## src/rtl/cpu_params_pkg.sv

```systemverilog
// rtl/cpu_params_pkg.sv - CSR instruction encodings and CSR address constants
package cpu_params_pkg;

    localparam logic [2:0] F3_CSRRW  = 3'b001;
    localparam logic [2:0] F3_CSRRS  = 3'b010;
    localparam logic [2:0] F3_CSRRC  = 3'b011;
    localparam logic [2:0] F3_CSRRWI = 3'b101;
    localparam logic [2:0] F3_CSRRSI = 3'b110;
    localparam logic [2:0] F3_CSRRCI = 3'b111;

    // mip and sip share these low nine address bits
    localparam logic [8:0] CSR_IP_LO  = 9'h144;
    localparam logic [1:0] CSR_RO_TAG = 2'b11;

endpackage

```

## src/rtl/cpu_structs_pkg.sv

```systemverilog
// rtl/cpu_structs_pkg.sv - shared state types for the CSR read-modify-write path
package cpu_structs_pkg;

    typedef enum logic [1:0] {
        ST_IDLE = 2'd0,
        ST_EVAL = 2'd1,
        ST_RESP = 2'd2
    } rmw_state_t;

endpackage

```

## src/rtl/csr_rmw_calc.sv

```systemverilog
// rtl/csr_rmw_calc.sv - combinational CSR legality, read/write op and interrupt merge
module csr_rmw_calc
    import cpu_params_pkg::*;
#(
    parameter int              XLEN     = 32,
    parameter logic [XLEN-1:0] IRQ_MASK = 32'h0000_0200
) (
    input  logic [2:0]      funct3,
    input  logic [1:0]      mode,
    input  logic [11:0]     csr_addr,
    input  logic [4:0]      rd_addr,
    input  logic [4:0]      rs1_addr,
    input  logic [XLEN-1:0] rs1_data,
    input  logic [XLEN-1:0] old_data,
    input  logic [XLEN-1:0] irq_pend,
    output logic            ill,
    output logic            csr_rd,
    output logic            csr_wr,
    output logic [XLEN-1:0] wr_data,
    output logic [XLEN-1:0] rw_data
);

    logic [XLEN-1:0] operand;
    logic [XLEN-1:0] new_data;
    logic [XLEN-1:0] irq_bits;
    logic            rd_raw;
    logic            wr_raw;
    logic            bad_op;

    always_comb begin
        operand  = funct3[2] ? {{(XLEN-5){1'b0}}, rs1_addr} : rs1_data;
        rd_raw   = 1'b0;
        wr_raw   = 1'b0;
        bad_op   = 1'b0;
        new_data = '0;
        case (funct3)
            F3_CSRRW, F3_CSRRWI: begin
                wr_raw   = 1'b1;
                rd_raw   = (rd_addr != 5'd0);
                new_data = operand;
            end
            F3_CSRRS, F3_CSRRSI: begin
                wr_raw   = (rs1_addr != 5'd0);
                rd_raw   = 1'b1;
                new_data = old_data | operand;
            end
            F3_CSRRC, F3_CSRRCI: begin
                wr_raw   = (rs1_addr != 5'd0);
                rd_raw   = 1'b1;
                new_data = old_data & ~operand;
            end
            default: bad_op = 1'b1;
        endcase

        // read-only space only faults when a write would actually happen
        ill      = bad_op || (mode < csr_addr[9:8]) ||
                   ((csr_addr[11:10] == CSR_RO_TAG) && wr_raw);
        csr_rd   = rd_raw && !ill;
        csr_wr   = wr_raw && !ill;
        wr_data  = ill ? '0 : new_data;
        irq_bits = (csr_addr[8:0] == CSR_IP_LO) ? (irq_pend & IRQ_MASK) : '0;
        rw_data  = csr_rd ? (old_data | irq_bits) : '0;
    end

endmodule

```

## src/rtl/csr_rmw_unit.sv

```systemverilog
// rtl/csr_rmw_unit.sv - CSR read-modify-write sequencer with write-pending forwarding
module csr_rmw_unit
    import cpu_params_pkg::*;
    import cpu_structs_pkg::*;
#(
    parameter int              XLEN     = 32,
    parameter int              WAIT_MAX = 4,
    parameter logic [XLEN-1:0] IRQ_MASK = 32'h0000_0200
) (
    input  logic            clk_in,
    input  logic            reset_in,
    input  logic            req_valid,
    output logic            req_ready,
    input  logic [11:0]     csr_addr,
    input  logic [4:0]      rd_addr,
    input  logic [4:0]      rs1_addr,
    input  logic [XLEN-1:0] rs1_data,
    input  logic [2:0]      funct3,
    input  logic [1:0]      mode,
    input  logic [XLEN-1:0] irq_pend,
    output logic [11:0]     rd_csr_addr,
    input  logic [XLEN-1:0] csr_rd_data,
    input  logic            csr_rd_avail,
    input  logic            wb_commit,
    input  logic            flush,
    output logic            rsp_valid,
    input  logic            rsp_ready,
    output logic            rsp_csr_rd,
    output logic            rsp_csr_wr,
    output logic [XLEN-1:0] rsp_rw_data,
    output logic [XLEN-1:0] rsp_wr_data,
    output logic            rsp_ill,
    output logic [11:0]     rsp_ill_addr
);

    rmw_state_t      state;
    logic [3:0]      wait_cnt;
    logic [2:0]      req_funct3;
    logic [1:0]      req_mode;
    logic [11:0]     req_csr_addr;
    logic [4:0]      req_rd_addr;
    logic [4:0]      req_rs1_addr;
    logic [XLEN-1:0] req_rs1_data;
    logic            pend_valid;
    logic [11:0]     pend_addr;
    logic [XLEN-1:0] pend_data;

    logic            accept;
    logic            rsp_fire;
    logic [XLEN-1:0] old_data;
    logic            calc_ill;
    logic            calc_rd;
    logic            calc_wr;
    logic [XLEN-1:0] calc_wr_data;
    logic [XLEN-1:0] calc_rw_data;

    assign req_ready   = (state == ST_IDLE) || ((state == ST_RESP) && rsp_ready);
    assign accept      = req_valid && req_ready;
    assign rsp_fire    = rsp_valid && rsp_ready;
    assign rd_csr_addr = req_csr_addr;
    // the CSR file has not seen a write still sitting in WB, so forward it
    assign old_data    = (pend_valid && (pend_addr == req_csr_addr)) ? pend_data : csr_rd_data;

    csr_rmw_calc #(
        .XLEN     (XLEN),
        .IRQ_MASK (IRQ_MASK)
    ) u_calc (
        .funct3   (req_funct3),
        .mode     (req_mode),
        .csr_addr (req_csr_addr),
        .rd_addr  (req_rd_addr),
        .rs1_addr (req_rs1_addr),
        .rs1_data (req_rs1_data),
        .old_data (old_data),
        .irq_pend (irq_pend),
        .ill      (calc_ill),
        .csr_rd   (calc_rd),
        .csr_wr   (calc_wr),
        .wr_data  (calc_wr_data),
        .rw_data  (calc_rw_data)
    );

    always_ff @(posedge clk_in or negedge reset_in) begin
        if (!reset_in) begin
            state        <= ST_IDLE;
            wait_cnt     <= '0;
            req_funct3   <= '0;
            req_mode     <= '0;
            req_csr_addr <= '0;
            req_rd_addr  <= '0;
            req_rs1_addr <= '0;
            req_rs1_data <= '0;
            pend_valid   <= 1'b0;
            pend_addr    <= '0;
            pend_data    <= '0;
            rsp_valid    <= 1'b0;
            rsp_csr_rd   <= 1'b0;
            rsp_csr_wr   <= 1'b0;
            rsp_rw_data  <= '0;
            rsp_wr_data  <= '0;
            rsp_ill      <= 1'b0;
            rsp_ill_addr <= '0;
        end else if (flush) begin
            state      <= ST_IDLE;
            wait_cnt   <= '0;
            rsp_valid  <= 1'b0;
            pend_valid <= 1'b0;
        end else begin
            if (rsp_fire && rsp_csr_wr) begin
                pend_valid <= 1'b1;
                pend_addr  <= req_csr_addr;
                pend_data  <= rsp_wr_data;
            end else if (wb_commit) begin
                pend_valid <= 1'b0;
            end

            if (accept) begin
                req_funct3   <= funct3;
                req_mode     <= mode;
                req_csr_addr <= csr_addr;
                req_rd_addr  <= rd_addr;
                req_rs1_addr <= rs1_addr;
                req_rs1_data <= rs1_data;
                wait_cnt     <= '0;
            end

            case (state)
                ST_IDLE: begin
                    if (accept) state <= ST_EVAL;
                end
                ST_EVAL: begin
                    if (csr_rd_avail) begin
                        rsp_valid    <= 1'b1;
                        rsp_csr_rd   <= calc_rd;
                        rsp_csr_wr   <= calc_wr;
                        rsp_rw_data  <= calc_rw_data;
                        rsp_wr_data  <= calc_wr_data;
                        rsp_ill      <= calc_ill;
                        rsp_ill_addr <= calc_ill ? req_csr_addr : 12'h000;
                        state        <= ST_RESP;
                    end else if (wait_cnt == 4'(WAIT_MAX - 1)) begin
                        rsp_valid    <= 1'b1;
                        rsp_csr_rd   <= 1'b0;
                        rsp_csr_wr   <= 1'b0;
                        rsp_rw_data  <= '0;
                        rsp_wr_data  <= '0;
                        rsp_ill      <= 1'b1;
                        rsp_ill_addr <= req_csr_addr;
                        state        <= ST_RESP;
                    end else begin
                        wait_cnt <= wait_cnt + 4'd1;
                    end
                end
                ST_RESP: begin
                    if (rsp_ready) begin
                        rsp_valid <= 1'b0;
                        state     <= accept ? ST_EVAL : ST_IDLE;
                    end
                end
                default: state <= ST_IDLE;
            endcase
        end
    end

endmodule

```

## config.mk

```make
export PLATFORM = sky130hd
export DESIGN_NAME = csr_rmw_unit
export DESIGN_NICKNAME = d
export VERILOG_FILES = /design/src/rtl/cpu_params_pkg.sv /design/src/rtl/cpu_structs_pkg.sv /design/src/rtl/csr_rmw_calc.sv /design/src/rtl/csr_rmw_unit.sv
export SDC_FILE = /design/constraint.sdc
export NUM_CORES = 1
export LEC_CHECK = 0
export BUFFER_PORTS_ARGS = -buffer_cell sky130_fd_sc_hd__buf_2
export CORE_ASPECT_RATIO = 1.1
export CORE_MARGIN = 4
export CORE_UTILIZATION = 54
export DETAILED_ROUTE_END_ITERATION = 7
export PLACE_DENSITY = 0.81
export SLEW_MARGIN = 0
export SYNTH_ARGS = -nofsm -noshare
export SYNTH_HDL_FRONTEND = slang
export SYNTH_HIERARCHICAL = 1
export SYNTH_SLANG_ARGS = --single-unit
```

## constraint.sdc

```tcl
create_clock -name clk_in -period 2.85 [get_ports clk_in]
set_clock_uncertainty 0.2 [all_clocks]
set_input_delay 0.4275 -clock clk_in [delete_from_list [all_inputs] [get_ports clk_in]]
set_output_delay 0.4275 -clock clk_in [all_outputs]
set_load 0.02 [all_outputs]
```

==> metrics.md <==
| Metric | Value |
|---|---|
| Fraction of power consumed by the clock network | `0.287` |
| Number of port buffers | `191` |
| Per-cell via count in the routed design | `5.76` |
| Post-synthesis instance area | `9180 um2` |
| Placeable Area | `16500 um2` |
| Antenna viol nets, final | `0` |
| Sinks on Clock Net | `190` |
| Count of flip-flops with a built-in enable after synthesis | `0` |
| Total clock buffers created by CTS | `17` |
| Via count of the routed design | `6549` |
| Number of maximum-capacitance violations | `0` |
| Number of antenna violations at the first check in global routing | `1` |
| Maximum clock rate | `360 MHz` |
| Async set-reset flop share out of synthesis | `1.00` |
| Post-synthesis sequential area ratio | `0.518` |
| All-Layer GR Usage | `0.238` |
| Switching Fraction | `0.325` |
| Drt first-iter violations | `371` |
| Total power density per cell area | `794 nW/um2` |
| Top FF cell, synth | `sky130_fd_sc_hd__dfrtp_1` |
| Cell row count | `49` |
| Portion of total power attributed to sequential cells | `0.409` |
| Final design instance area without fill | `11200 um2` |
| Fin crit period | `2780 ps` |
| DRC violation count after routing | `0` |
| Starting Density | `0.556` |
| Period utilisation layout | `0.975` |
| Max Buffers Root-to-Sink | `2` |
| Slew @ Worst Pin | `652 ps` |
| Die Span Y | `145 um` |
| Worst hold slack | `31.3 ps` |
| Number of failing setup endpoints in the final timing report | `0` |
| Crit path capture type | `flop` |
| Syn Nets | `858` |
| Total Die Area | `19100 um2` |
| Layout net count | `1050` |
| Slew Limit Fails | `0` |
| TritonCTS clock tree | `built` |
| Number of H-tree levels | `4` |
| Clk Latency, worst-skew pair | `420 ps` |
| Number of detailed-routing iterations run before antenna repair | `5` |
| X dimension of the die | `132 um` |
| Vias in the first global route | `6721` |
| Signed area change from the synthesized netlist to the final layout | `22.0%` |
| Maximum number of pins on one net before global-route repair | `79` |
| Power consumption | `0.00888 W` |
| Overall routed net length | `22.9 mm` |
| Total congestion overflow | `0` |
| Average wire per cell in the routed design | `20.2 um` |
| Outcome | `finished, final reports clean` |
| Relative slew margins | `0.565` |
| Leakage component of the power | `5.61 nW` |
| Worst vdd rail ir drop | `0.415 mV` |
| I/O pin count | `223` |
| Routability-driven placement congestion ratio | `0.816` |
| Cell internal power dissipation | `0.00599 W` |
| DP Wirelength | `14.9 mm` |
| Final-layout fill cell count | `1190` |
| Global-route wire length before repair | `36.2 mm` |
| Post-detailed-placement cell area | `10500 um2` |
| Post-synthesis cell count | `726` |
| Req. time, crit path | `2960 ps` |
| Critical path fanouts, max | `16` |
| Final Hold Vio Count | `0` |
| CTS clock-pin slew for the worst setup and hold paths | `70 ps` |
| Sequential Area | `4760 um2` |
| Root buf cell | `sky130_fd_sc_hd__clkbuf_16` |
| Total net switching power | `0.00289 W` |
| Startpoint type of the worst setup path | `flop` |
| Share of final-layout standard cells stronger than drive strength 1 | `0.462` |
| YS warnings | `6` |
| Multi-input combinational cell area | `4060 um2` |
| Average instance area after synthesis | `12.6 um2` |
| Crit Path Category | `reg -> reg` |
| Portion of total power attributed to combinational logic | `0.304` |
| Arrival time reported for the critical path endpoint | `2890 ps` |
| Distinct cell type count after synthesis | `44` |
| Worst hold path type | `in -> reg` |
| Number of register bits inferred by synthesis | `190` |
## worst paths after layout
| check | start | end | slack (ps) | depth (start not counted) |
|---|---|---|---|---|
| min reg2reg | rsp_ill | rsp_ill | 290 | 1 |
| max reg2reg | rd_csr_addr[6] | rsp_wr_data[14] | 70 | 11 |
| max in group asynchronous | reset_in | rsp_rw_data[17] | 1270 | 3 |
| max | rd_csr_addr[6] | rsp_wr_data[14] | 70 | 11 |
| min | rs1_data[6] | req_rs1_data[6] | 30 | 2 |
| min in group asynchronous | reset_in | rsp_ill_addr[1] | 410 | 2 |
## cell usage in the layout (no fill, tap or decap), drive strengths merged, types with 2 or more instances in the layout
cell      instances
mux2i            33
nand4             2
a22o             79
a31oi             6
clkbuf           22
a2bb2oi          26
o21ai             4
dfrtp           190
nand2b           33
mux2            135
inv              32
xnor2            12
clkinvlp          3
nand2             8
bufinv            4
clkinv            3
nor3b             3
nor4b             2
nand3             5
nor2             41
a21oi             9
nor3             30
and2              8
buf             223
ha                2
nor4              4
a21o              2
## power groups by stage
stage	logic (W)	clock network (W)	registers [W]
detailed placement	0.00271	0	0.00367
floorplan	0.00140	0	0.00403
finish	0.00270	0.00255	0.00363
global placement	0.00265	0	0.00365
CTS	0.00272	0.00260	0.00363
global route	0.00290	0.00271	0.00370
## synthesized netlist by cell type, drive strengths merged, types with 9 or more instances
| master | count | area, um2 |
|---|---|---|
| dfrtp | 190 | 4750 |
| mux2 | 135 | 1600 |
| a22o | 79 | 693 |
| nor2 | 41 | 156 |
| buf | 34 | 211 |
| mux2i | 33 | 330 |
| nand2b | 33 | 206 |
| inv | 30 | 113 |
| nor3 | 30 | 285 |
| a2bb2oi | 26 | 228 |
| clkbuf | 19 | 71.3 |
| xnor2 | 12 | 105 |
| a21oi | 9 | 45.0 |
## worst max-delay path, stage by stage, from the launching register on
cell and delay [ps]:
sky130_fd_sc_hd__dfrtp_2 450, sky130_fd_sc_hd__xnor2_1 210, sky130_fd_sc_hd__nand2_1 130, sky130_fd_sc_hd__nor4_4 310, sky130_fd_sc_hd__buf_4 160, sky130_fd_sc_hd__clkbuf_16 190, sky130_fd_sc_hd__mux2_2 340, sky130_fd_sc_hd__inv_1 80
sky130_fd_sc_hd__mux2i_1 80, sky130_fd_sc_hd__a2bb2oi_1 220, sky130_fd_sc_hd__nor2_1 60, sky130_fd_sc_hd__a22o_1 200
## cell families after synthesis
family,share of synthesized area
XOR/XNOR,0.0115
flip-flops,0.518
AO/OA/AOI/OAI,0.119
adder cells (fa/ha/maj),0.00273
AND/OR/NAND/NOR,0.0954
multiplexers,0.210
buffers and inverters,0.0431
## area by class of cell
| type | count | area share |
|---|---|---|
| tap | 204 | 0.0228 |
| multi-input combinational | 453 | 0.363 |
| inverter | 30 | 0.0101 |
| clock inverter | 12 | 0.0163 |
| sequential | 190 | 0.425 |
| timing repair buffer | 226 | 0.122 |
| clock buffer | 20 | 0.0408 |
| antenna | 1 | 0.000224 |
## routing by layer
layer  vias up  global-route usage  wire length, um
met1      3262               0.305             9660
met2       231               0.411            11600
li1       3019                   -                -
met5         -                   0               13
met3        35              0.0477             1230
met4         2              0.0837              448
## sequential cells by signal (all words and copies together), names as in the netlist, 12 cells and up
register	count
pend_addr	12
rsp_ill_addr	12
pend_data	32
req_rs1_data	32
rsp_rw_data	32
rsp_wr_data	32
rd_csr_addr	12
## per-stage QoR
step	utilization	setup TNS, ps	instances	setup WS [ps]
global placement	0.637	0	1099	213
detailed placement	0.637	0	1099	135
finish	0.679	0	1136	72.1
floorplan	-	0	726	262
CTS	0.676	0	1132	121
global route	0.678	-181	1135	-45.6
## repair_timing
| item | 4_1_cts | 5_1_grt |
|---|---|---|
| hold buffers | 1 | 0 |
| buffers inserted | 0 | 2 |
| gates resized for setup | 0 | 4 |
| endpoints found under the hold margin | 75 | 0 |
| setup endpoints to repair | 0 | 3 |
Note: power is estimated with default switching activity, not from simulation.
